**src/rtl/ir_command_queue.sv**
```systemverilog
// NEC IR command front end: frame capture, integrity check, same-key repeat lockout,
// direction/shoot decode and a small FIFO of accepted key codes for the processor.
module ir_command_queue #(
    parameter int FIFO_DEPTH = 4,
    parameter int HOLDOFF    = 2500000
) (
    input  logic        master_clk,
    input  logic        reset,
    input  logic        data_ready,
    input  logic [31:0] ir_data,
    input  logic        cmd_read,
    output logic [2:0]  direction,
    output logic        shoot_pulse,
    output logic        cmd_valid,
    output logic [3:0]  cmd_code,
    output logic        fifo_overflow,
    output logic [7:0]  err_count
);

    localparam int AW = $clog2(FIFO_DEPTH);
    localparam int PW = AW + 1;
    localparam int HW = $clog2(HOLDOFF + 1);

    logic          dr_q;
    logic [31:0]   frame_q;
    logic          frame_vld_q;
    logic [3:0]    last_key_q;
    logic          last_key_vld_q, last_key_vld_d;
    logic [3:0]    last_key_d;
    logic [HW-1:0] holdoff_q, holdoff_d;
    logic [2:0]    dir_q, dir_d;
    logic          shoot_q, shoot_d;
    logic          ovf_q, ovf_d;
    logic [7:0]    err_q, err_d;
    logic [3:0]    mem_q [FIFO_DEPTH];
    logic [PW-1:0] wptr_q, wptr_d, rptr_q, rptr_d;
    logic          cmd_valid_q, cmd_valid_d;
    logic [3:0]    cmd_code_q, cmd_code_d;

    logic [7:0] key, key_n;
    logic       bad, good, repeat_hit, accept;
    logic       empty, full, pop, push_ok, drop;
    logic       capture;

    assign capture = data_ready && !dr_q;

    always_comb begin
        key            = frame_q[23:16];
        key_n          = frame_q[31:24];
        bad            = frame_vld_q && ((key_n != ~key) || (key[7:4] != 4'd0));
        good           = frame_vld_q && !bad;
        repeat_hit     = last_key_vld_q && (key[3:0] == last_key_q) && (holdoff_q != '0);
        accept         = good && !repeat_hit;

        empty          = (wptr_q == rptr_q);
        full           = (wptr_q[AW-1:0] == rptr_q[AW-1:0]) && (wptr_q[AW] != rptr_q[AW]);
        pop            = cmd_read && !empty;
        push_ok        = accept && (!full || pop);
        drop           = accept && full && !pop;
        wptr_d         = push_ok ? wptr_q + PW'(1) : wptr_q;
        rptr_d         = pop ? rptr_q + PW'(1) : rptr_q;

        // Suppressed repeats also reload, so a continuously held key stays locked out.
        holdoff_d      = holdoff_q;
        if (good)
            holdoff_d = HW'(HOLDOFF);
        else if (holdoff_q != '0)
            holdoff_d = holdoff_q - HW'(1);

        last_key_d     = last_key_q;
        last_key_vld_d = last_key_vld_q;
        dir_d          = dir_q;
        shoot_d        = 1'b0;
        if (accept) begin
            last_key_d     = key[3:0];
            last_key_vld_d = 1'b1;
            shoot_d        = (key[3:0] == 4'd5);
            case (key[3:0])
                4'd4:       dir_d = 3'b001;
                4'd6:       dir_d = 3'b010;
                4'd2, 4'd5: dir_d = 3'b100;
                default:    dir_d = dir_q;
            endcase
        end

        ovf_d = ovf_q || drop;
        err_d = (bad && err_q != 8'hFF) ? err_q + 8'd1 : err_q;

        // Head bypass covers the entry being written this cycle becoming the new head.
        cmd_valid_d = (wptr_d != rptr_d);
        cmd_code_d  = 4'd0;
        if (cmd_valid_d) begin
            if (push_ok && (wptr_q[AW-1:0] == rptr_d[AW-1:0]))
                cmd_code_d = key[3:0];
            else
                cmd_code_d = mem_q[rptr_d[AW-1:0]];
        end
    end

    always_ff @(posedge master_clk) begin
        if (reset) begin
            dr_q           <= 1'b0;
            frame_q        <= '0;
            frame_vld_q    <= 1'b0;
            last_key_q     <= '0;
            last_key_vld_q <= 1'b0;
            holdoff_q      <= '0;
            dir_q          <= 3'b100;
            shoot_q        <= 1'b0;
            ovf_q          <= 1'b0;
            err_q          <= '0;
            wptr_q         <= '0;
            rptr_q         <= '0;
            cmd_valid_q    <= 1'b0;
            cmd_code_q     <= '0;
        end else begin
            dr_q           <= data_ready;
            frame_vld_q    <= capture;
            if (capture)
                frame_q <= ir_data;
            last_key_q     <= last_key_d;
            last_key_vld_q <= last_key_vld_d;
            holdoff_q      <= holdoff_d;
            dir_q          <= dir_d;
            shoot_q        <= shoot_d;
            ovf_q          <= ovf_d;
            err_q          <= err_d;
            wptr_q         <= wptr_d;
            rptr_q         <= rptr_d;
            cmd_valid_q    <= cmd_valid_d;
            cmd_code_q     <= cmd_code_d;
        end
    end

    always_ff @(posedge master_clk) begin
        if (!reset && push_ok)
            mem_q[wptr_q[AW-1:0]] <= key[3:0];
    end

    assign direction     = dir_q;
    assign shoot_pulse   = shoot_q;
    assign cmd_valid     = cmd_valid_q;
    assign cmd_code      = cmd_code_q;
    assign fifo_overflow = ovf_q;
    assign err_count     = err_q;

endmodule

```
**config.mk**
```make
export PLATFORM = sky130hd
export DESIGN_NAME = ir_command_queue
export DESIGN_NICKNAME = d
export VERILOG_FILES = /design/src/rtl/ir_command_queue.sv
export SDC_FILE = /design/constraint.sdc
export NUM_CORES = 1
export LEC_CHECK = 0
export ABC_AREA = 1
export CAP_MARGIN = 40
export CORE_ASPECT_RATIO = 0.7
export CORE_MARGIN = 1
export CORE_UTILIZATION = 45
export CTS_CLUSTER_SIZE = 12
export DETAILED_ROUTE_END_ITERATION = 8
export GPL_TIMING_DRIVEN = 0
export PLACE_DENSITY = 0.7
export SLEW_MARGIN = 40
export SYNTH_ARGS = -nofsm -noshare
export SYNTH_HDL_FRONTEND = slang
export SYNTH_SLANG_ARGS = --single-unit
```
**constraint.sdc**
```tcl
create_clock -name master_clk -period 1.8 [get_ports master_clk]
set_input_delay 0.36 -clock master_clk [delete_from_list [all_inputs] [get_ports master_clk]]
set_output_delay 0.36 -clock master_clk [all_outputs]
set_load 0.005 [all_outputs]
```
**After elaboration in Yosys (flattened, before gate mapping)**

Memory sizes are Yosys's and may differ from the RTL's. A register that Yosys moved wholly into a read port is not among the register bits.
Cells that the tools add are included.

- Add/sub/neg operators: 4
- Bitwise gates (word level): 3
- Muxes and demuxes: 7
- Equality and inequality tests: 11
- Reductions and logical operators: 32

Operator list:

| kind | count |
|---|---|
| 22-bit 2-to-1 mux | 2 |
| 22-bit nonzero test | 1 |
| 22-bit by 1-bit subtractor with 22-bit output (second input constant) | 1 |
| 1-bit logical AND | 13 |
| 4-bit by 3-bit equality test with 1-bit output (second input constant) | 3 |
| 3-bit case mux with 3 select lines | 1 |
| 8-bit by 1-bit adder with 8-bit output (second input constant) | 1 |
| 8-bit inequality test | 1 |
| 8-bit inequality test (second input constant) | 1 |
| 8-bit NOT | 1 |
| 2-bit OR reduction | 4 |
| 1-bit logical NOT | 7 |
| 3-bit by 1-bit adder with 3-bit output (second input constant) | 2 |
| 3-bit 2-to-1 mux | 2 |
| 4-bit by 2-bit equality test with 1-bit output (second input constant) | 1 |
| 4-bit equality test | 1 |
| 4-bit nonzero test | 1 |
| 3-bit equality test | 1 |
| 1-bit logical OR | 3 |
| 3-bit inequality test | 1 |
| 3-bit nonzero test | 1 |
| 2-bit equality test | 1 |
| 1-bit 2-to-1 mux | 2 |
| 1-bit NOT | 2 |
| 3 further kinds | 3 |

- Memories kept: 1
- Output and inout port bits: 18
- Bits in writable memories: 16
- Bits in registers: 81

Memory list:

| memory | depth | bits a word | read ports | clocked after memory_dff | write ports | RTL line | RTL |
|---|---|---|---|---|---|---|---|
| mem_q | 4 | 4 | 1 | 1 | 1 | 35 | `logic [3:0] mem_q [FIFO_DEPTH];` |

**Longest topological paths before layout**

Gate-level depths: netlist (run 1).

- Depth in word-level cells: 12
- Depth in mapped cells: 16
- Depth with buffers taken out: 16

**Least setup slack after synthesis (run 1)**

OpenSTA, ideal clock, no wires.

- Kind: register to register
- Start: register frame_q[16]
- End: memory mem_q[0][0] (enable)
- Clock period less this slack: 1.821 ns
- Cell stages (with the launch flop): 11
- Required time: 1.471 ns
- Setup time: 0.329 ns
- Arrival time: 1.492 ns
- Slack: -0.021 ns
- Cells stage by stage: dfxtp_1 nor2_1 nor2_2 nand2_1 nor2_1 nand2_1 nor2_4 nand3_2 inv_1 nand2_1 nor2_1

- Longest elaborated chain between the ends: 11
- Elaborated cells on any way between the ends: 15

Ends and longest elaborated chain:

| item | RTL line | RTL |
|---|---|---|
| start: declaration | 25 | `logic [31:0] frame_q;` |
| start signal: assignment | 120 | `frame_q <= ir_data;` |
| 8-bit NOT | 50 | `bad = frame_vld_q && ((key_n != ~key) \|\| (key[7:4] != 4'd0));` |
| 8-bit inequality test | 50 |  |
| 1-bit logical OR | 50 |  |
| 1-bit logical AND | 50 |  |
| 1-bit logical NOT | 51 | `good = frame_vld_q && !bad;` |
| 1-bit logical AND | 51 |  |
| 1-bit logical AND (*) | 53 | `accept = good && !repeat_hit;` |
| 1-bit logical AND (*) | 58 | `push_ok = accept && (!full \|\| pop);` |
| 1-bit logical AND (*) | 136 | `if (!reset && push_ok)` |
| 1-bit 2-to-1 mux (*) | 136 |  |
| 1-bit 2-to-1 mux (not written as such) (*) | 137 | `mem_q[wptr_q[AW-1:0]] <= key[3:0];` |
| end: declaration | 35 |  |

Every way passes the cells marked *; elsewhere a longest branch is shown, timed or not.

**Worst setup path after layout (run 1)**

- Start: register holdoff_q[21]
- End: memory mem_q[2][2] (enable)

- Longest elaborated chain between the ends: 8

Ends and longest elaborated chain:

| item | RTL line | RTL |
|---|---|---|
| start: declaration | 30 | `logic [HW-1:0] holdoff_q, holdoff_d;` |
| start signal: assignment | 123 | `holdoff_q <= holdoff_d;` |
| 22-bit nonzero test | 52 | `repeat_hit = last_key_vld_q && (key[3:0] == last_key_q) && (holdoff_q != '0);` |
| 1-bit logical AND | 52 |  |
| 1-bit logical NOT | 53 |  |
| 1-bit logical AND | 53 |  |
| 1-bit logical AND | 58 |  |
| 1-bit logical AND | 136 |  |
| 1-bit 2-to-1 mux | 136 |  |
| 1-bit 2-to-1 mux (not written as such) | 137 |  |

No other way between the ends.

==> results of run 1 <==
logic make-up after synthesis:
family | share of synthesized area, %
AND/OR/NAND/NOR | 29.2
AO/OA/AOI/OAI | 11.9
XOR/XNOR | 3.38
flip-flops | 44.9
adder cells (fa/ha/maj) | 2.42
buffers and inverters | 8.15
where the power goes:
group          total (µW)  leakage (µW)  internal (µW)  switching [µW]
Sequential           2500      0.000720           2230             267
Clock                1800      0.000137           1070             730
Combinational        3480       0.00147           1310            2170
Total                7770       0.00233           4610            3170
worst paths after layout:
check             cells past startpoint  slack [ns]                    endpoint
setup / recovery                      9       -0.17       mem_q[2][2]$_DFFE_PP_
hold / removal                        2        0.42  holdoff_q[10]$_SDFFE_PP0P_
setup reg to reg                      9       -0.17       mem_q[2][2]$_DFFE_PP_
hold reg to reg                       2        0.47   holdoff_q[1]$_SDFFE_PP0P_
critical path: cells and delay by family (launching register included):
kind / cells / cell delay (ns)
buffers and inverters: 2 / 0.23
DFF: 1 / 0.32
and+or+nand+nor: 7 / 1.11
placed cells by master (no fill, tap or decap), types with 3 or more instances in the layout:
| master | instances |
|---|---|
| a21oi_1 | 39 |
| a21oi_2 | 3 |
| a31oi_1 | 5 |
| buf_4 | 29 |
| buf_6 | 5 |
| clkbuf_1 | 9 |
| clkbuf_16 | 9 |
| clkdlybuf4s50_1 | 36 |
| dfxtp_1 | 47 |
| dfxtp_2 | 18 |
| dfxtp_4 | 4 |
| edfxtp_1 | 16 |
| ha_1 | 6 |
| inv_1 | 57 |
| inv_2 | 13 |
| inv_4 | 5 |
| nand2_1 | 102 |
| nand2_2 | 14 |
| nand2_4 | 6 |
| nand3_1 | 20 |
| nand3_2 | 6 |
| nand4_1 | 9 |
| nor2_1 | 77 |
| nor2_2 | 13 |
| nor2_4 | 13 |
| nor3_1 | 10 |
| o21ai_0 | 29 |
| o21ai_2 | 5 |
| or2_2 | 3 |
| xnor2_1 | 5 |
| xnor2_2 | 3 |
| xor2_1 | 7 |
final cells by class:
cell class | count | area share (%)
timing repair buffer | 68 | 11.0
sequential | 85 | 34.3
inverter | 76 | 5.44
buffer | 11 | 1.04
clock inverter | 5 | 0.925
multi-input combinational | 397 | 40.4
clock buffer | 11 | 4.20
tap | 120 | 2.71
per-layer routing:
metal	wire (µm)	up-vias	GRT usage, %
met1	5150	1833	30.0
met2	4930	105	36.5
met5	0	-	0
li1	-	1990	-
met3	509	10	5.04
met4	80	0	6.46
flip-flops by register name, summed over array words and instances (netlist names):
signal and cells:
cmd_code 4, cmd_valid 1, direction 3, dr_q 1, err_count 8, fifo_overflow 1, frame_q 16, frame_vld_q 1
holdoff_q 22, last_key_q 4, last_key_vld_q 1, mem_q 16, rptr_q 3, shoot_pulse 1, wptr_q 3
what timing repair did:
| action | CTS | global route |
|---|---|---|
| endpoints found under the setup margin | 50 | 54 |
| resized for setup | 55 | 71 |
| pin swaps | 22 | 25 |
| hold buffers | 0 | 0 |
| buffers inserted | 15 | 17 |
stage by stage:
step | setup WS, ns | cell area [µm²] | hold slack (ns) | setup TNS (ns) | instances
3_3_place_gp | -0.627 | 4650 | 0.455 | -15.96 | 725
4_1_cts | -0.130 | 5200 | 0.401 | -1.14 | 756
5_1_grt | -0.278 | 5540 | 0.441 | -7.80 | 773
6_report | -0.169 | 5540 | 0.425 | -4.03 | 773
2_1_floorplan | -0.0213 | 4140 | 0.436 | -0.255 | 569
3_5_place_dp | -0.644 | 4650 | 0.462 | -18.66 | 725
==> summary.md, run 1 <==
| Metric | Value |
|---|---|
| Final net count | 692 |
| Most frequent cell after synthesis | nand2_1 |
| Cell Rows | 28 |
| Critical-path top delay cell | or2_2 |
| Fmax | 508 MHz |
| Die width | 117 µm |
| Worst relative slew slack | 57.2% |
| Die area | 9600 µm² |
| # clock sinks | 85 |
| Synth Area per Inst | 7.28 µm² |
| Initial core utilization | 47.7% |
| DRC | 0 |
| Setup slack after layout | -0.169 ns |
| Initial antenna violation count | 0 |
| Total power divided by cell area | 1400 nW/µm² |
| DR vias | 3938 |
| Critical Path Source Type | flop |
| FF+latch area | 1900 µm² |
| Top FF cell, synth | dfxtp_1 |
| Worst Hold Class | primary input to flop |
| Overall die height | 82.3 µm |
| Global placer's final weighted congestion | 0.872 |
| Worst min-delay path startpoint | reset |
| Most frequent cells after synthesis | nand2_1, nor2_1, inv_1, dfxtp_1, a21oi_1 |
| Post-layout util | 63.8% |
| Most common cell on crit path | nand2_4 |
| Routed Antenna Nets | 0 |
| Crit path cell chain | or2_2 > nor2_1 > nand3_2 > nand2_4 > nand3_4 > buf_4 > inv_4 > nand2_4 > nor2_4 |
| Clock Skew | 0.00830 ns |
| TritonCTS Buffers | 9 |
| Syn_nets | 613 |
| Largest net degree at the start of global routing | 14 |
| Endpoints failing setup | 34 |
| DR WL/cell | 13.8 µm |
| DR vias/cell | 5.09 |
| WP data arrival | 2.01 ns |
| Layout cells sized above 1 | 25.3% |
| Sequential cell area fraction in the yosys report | 44.9% |
| Clk root buf | clkbuf_16 |
| Area of the multi-input gates | 2240 µm² |
| Clk slew on worst S/H paths | 0.06 ns |
| Seq cells post-synth | 85 |
| Max clock buf depth | 2 |
| Syn Inst Count | 569 |
| Max stage delay on crit path | 0.33 ns |
| Total length of routed wires | 10.7 mm |
| Leading area contributor after synthesis | dfxtp_1 |
| 1st-pass router iterations | 5 |
| Total track usage | 22.4% |
| Worst path required time | 1.84 ns |
| Crit. End Element | flop |
| Core area | 8690 µm² |
| Clk_lat worst skew | 0.34 ns |
| Synth top area share | 33.3% |
| Failing checks | negative setup slack |
| Asr flop ratio synth | 0% |
| Iteration-0 DRC Markers | 252 |
| Maximum VDD drop | 804 µV |
| Htree depth | 3 |
| CP Max Fanout | 6 |
| Gr ovfl total | 0 |
| CP Class | flop to flop |
| First-pass GRT wire length | 16.4 mm |
| Mapped Area | 4140 µm² |
| Leak | 0.00233 µW |
| Area contributors post-synth | dfxtp_1, edfxtp_1, nand2_1 |
| IO Port Bufs | 36 |
| Crit path time final | 1.97 ns |
| Final Hold Fails | 0 |
| Area added between synthesis and finish | 33.8% |
| RSZ-0062 raised after global routing | true |
| Vias in the first global route | 3600 |
| Ports | 54 |
| Status | complete, but fails checks |
| Worst Setup SP | holdoff_q[21]$_SDFFE_PP0P_ |
| Worst flop-to-flop path startpoint | holdoff_q[21]$_SDFFE_PP0P_ |
| Max Cap Viol | 0 |
| Ys Warns | 0 |
| Worst-margin pin slew | 0.642 ns |
| Max Slew Vio Count | 0 |
| Post-DP HPWL | 7.11 mm |
| Filler Cells Inserted | 762 |
| Design Power | 7770 µW |
| Period utilization | 109% |
| Clock tree from TritonCTS | done |
| Distinct cells, synth | 33 |
| Number of synthesized flops with an enable pin | 16 |
| Antenna diodes | 0 |
Note: power is estimated with default switching activity, not from simulation.
==> run 2: changes to the inputs <==
--- a/config.mk
+++ b/config.mk
@@ -9,11 +9,10 @@
 export CAP_MARGIN = 40
 export CORE_ASPECT_RATIO = 0.7
 export CORE_MARGIN = 1
-export CORE_UTILIZATION = 45
+export CORE_UTILIZATION = 40
 export CTS_CLUSTER_SIZE = 12
 export DETAILED_ROUTE_END_ITERATION = 8
 export GPL_TIMING_DRIVEN = 0
-export PLACE_DENSITY = 0.7
 export SLEW_MARGIN = 40
 export SYNTH_ARGS = -nofsm -noshare
 export SYNTH_HDL_FRONTEND = slang
==> run 2 against run 1 <==
Net effect:
- the run still ends with negative setup slack left
- clock skew decreased by 0.0028 ns
- non-clock buffer count did not move
- sequential cell count unchanged
- clock power up 18%
- global-route usage is 1.7 points lower
- critical path depth rose by 6
- sequential power up 2%
- core utilization down 6.0 points
- critical path type unchanged
- first-iteration DRC count rose by 15%
- cell area increased by 3.0%
- cell count up 0.91%
- worst hold slack gained 0.027 ns
==> summary.md, run 2 (same netlist as run 1, synthesis figures left out) <==
| Metric | Value |
|---|---|
| WP data arrival | 2.15 ns (+0.14 ns) |
| Met1 Usage GRT | 28.9% (-1.0 points) |
| Endpoints failing setup | 32 (-5.9%) |
| Clk root buf | clkbuf_16 |
| Overall die height | 87.1 µm (+5.9%) |
| TritonCTS Buffers | 9 (unchanged) |
| Area added between synthesis and finish | 37.8% |
| Grt peak-use layer | met2 |
| DR vias/cell | 4.96 (-2.6%) |
| Clock tree from TritonCTS | done |
| Cell Rows | 30 (+7.1%) |
| Gr ovfl total | 0 (unchanged) |
| Status | complete, but fails checks |
| Clk slew on worst S/H paths | 0.06 ns (about the same) |
| Initial antenna violation count | 0 (unchanged) |
| R2R cell count | 15 (+6) |
| Global placer's final weighted congestion | 0.834 (-4.3%) |
| Layout cells sized above 1 | 29.3% (+4.0 points) |
| Crit path time final | 1.92 ns (-0.0485 ns) |
| Worst flop-to-flop path startpoint | frame_q[18]$_SDFFE_PP0P_ |
| Max Slew Vio Count | 0 (unchanged) |
| CP Class | flop to flop |
| DRC | 0 (unchanged) |
| Grt met3 use | 4.84% (-0.19 points) |
| Worst relative slew slack | 54.3% (-2.9 points) |
| Maximum VDD drop | 549 µV (-32%) |
| Routed Antenna Nets | 0 (unchanged) |
| Total track usage | 20.7% (-1.7 points) |
| Final Hold Fails | 0 (unchanged) |
| DR vias | 3871 (-1.7%) |
| DR WL/cell | 13.9 µm (+0.72%) |
| Fmax | 521 MHz (+2.5%) |
| Die width | 124 µm (+6.0%) |
| Commonest non-fill, non-tap cell in the layout | nand2_1 |
| Ports | 54 (unchanged) |
| Hold WS | 0.452 ns (+0.0267 ns) |
| Setup slack after layout | -0.121 ns (+0.0485 ns) |
| Die area | 10800 µm² (+12%) |
| Htree depth | 3 (unchanged) |
| Worst Hold Depth | 2 (unchanged) |
| Pre-CTS setup slack | -0.742 ns (-0.0981 ns) |
| Total power divided by cell area | 1460 nW/µm² (+3.9%) |
| Met2 Usage GRT | 31.5% (-5.0 points) |
| Worst Hold Class | primary input to flop |
| Largest net degree at the start of global routing | 15 (+1) |
| Worst path required time | 2.03 ns (+0.19 ns) |
| Dpl cells | 733 (+1.1%) |
| Vias in the first global route | 3537 (-1.8%) |
| Failing checks | negative setup slack |
| Worst-margin pin slew | 0.685 ns (+0.0434 ns) |
| Period utilization | 107% (-2.7 points) |
| Final net count | 692 (unchanged) |
| Max clock buf depth | 2 (unchanged) |
| Worst Setup SP | frame_q[18]$_SDFFE_PP0P_ |
| Clock Skew | 0.00545 ns (-0.00285 ns) |
| 1st-pass router iterations | 5 (unchanged) |
| Iteration-0 DRC Markers | 291 (+15%) |
| Antenna diodes | 0 (unchanged) |
| Critical path endpoint | cmd_code[1]$_SDFF_PP0_ |
| Biggest register | holdoff_q |
| Most frequent cells in the layout | nand2_1, nor2_1, inv_1, a21oi_1 |
| Max reg flops | 22 (unchanged) |
| RR Endpoint | cmd_code[1]$_SDFF_PP0_ |
| Critical Path Source Type | flop |
| Core area | 9870 µm² (+14%) |
| Total length of routed wires | 10.8 mm (+1.6%) |
| Initial core utilization | 42.0% (-5.7 points) |
| # clock sinks | 85 (unchanged) |
| CP Max Fanout | 7 (+1) |
| Crit. End Element | flop |
| FF-to-FF setup slack | -0.12 ns (+0.05 ns) |
| Leak | 0.00239 µW (+2.5%) |
| Clk_lat worst skew | 0.34 ns (about the same) |
| First-pass GRT wire length | 16.9 mm (+2.9%) |
| Post-DP HPWL | 7.20 mm (+1.3%) |
| IO Port Bufs | 36 (unchanged) |
| Layout Cells excl Fill | 780 (+0.91%) |
| RSZ-0062 raised after global routing | true |
| Max Cap Viol | 0 (unchanged) |
==> run 2: changes by cell type in the layout (fill, tap and decap cells not counted), sizes merged <==
cell    change
buf         -1
bufinv      +2
clkbuf      +1
clkinv      -3
==> run 2: metrics by stage <==
step	setup TNS (ns)	utilization, %	area, µm²	power [µW]
6_report	-1.62	57.8	5710	8320
5_1_grt	-7.07	57.8	5710	8900
4_1_cts	-1.44	53.4	5270	7660
3_5_place_dp	-21.73	47.2	4660	5350
3_3_place_gp	-20.53	47.2	4660	5320
2_1_floorplan	-0.255	-	4140	4650
==> run 2: critical path, cell delays in order (launching register included) <==
cell and delay (ns):
dfxtp_4 0.36, inv_6 0.09, nand2_1 0.05, nand2_1 0.07
inv_1 0.05, nor2_2 0.11, nand2_2 0.09, nor2_4 0.21
buf_6 0.13, nand4_1 0.10, nand3_1 0.12, nand2_1 0.06
nor2_2 0.10, nand2_1 0.09, nand2_4 0.13, nor2_1 0.05
==> run 2: worst min path at each step <==
stage	startpoint	end	slack [ns]
5_1_grt	reset	holdoff_q[10]$_SDFFE_PP0P_	0.47
2_1_floorplan	last_key_vld_q$_SDFFE_PP0N_	last_key_vld_q$_SDFFE_PP0N_	0.44
4_1_cts	reset	holdoff_q[10]$_SDFFE_PP0P_	0.42
3_3_place_gp	holdoff_q[0]$_SDFFE_PP0P_	holdoff_q[0]$_SDFFE_PP0P_	0.46
6_report	reset	holdoff_q[10]$_SDFFE_PP0P_	0.45
3_5_place_dp	frame_q[27]$_SDFFE_PP0P_	frame_q[27]$_SDFFE_PP0P_	0.46
==> run 2: report_power, final <==
| part | internal (µW) | switching [µW] | total [µW] | leakage (µW) |
|---|---|---|---|---|
| sequential | 2250 | 305 | 2560 | 0.000725 |
| combinational | 1450 | 2190 | 3640 | 0.00150 |
| clock | 1390 | 732 | 2120 | 0.000162 |
==> run 2: final cells by class <==
type,instances,area [µm²]
multi-input combinational,397,2310
tap,128,160
clock inverter,4,97.6
clock buffer,11,243
sequential,85,1920
inverter,76,304
timing repair buffer,68,619
fill,921,4160
buffer,11,60.1
==> run 2: layer usage <==
| metal | vias up | wire length [µm] |
|---|---|---|
| li1 | 1998 | - |
| met4 | 0 | 146 |
| met2 | 86 | 4960 |
| met5 | - | 0 |
| met1 | 1776 | 5290 |
| met3 | 11 | 442 |
==> run 2: what timing repair did <==
action / in CTS / in global routing
hold buffers: 0 / 0
pin swaps: 22 / 32
gates resized for setup: 57 / 107
setup endpoints to repair: 51 / 64
setup buffers: 14 / 18
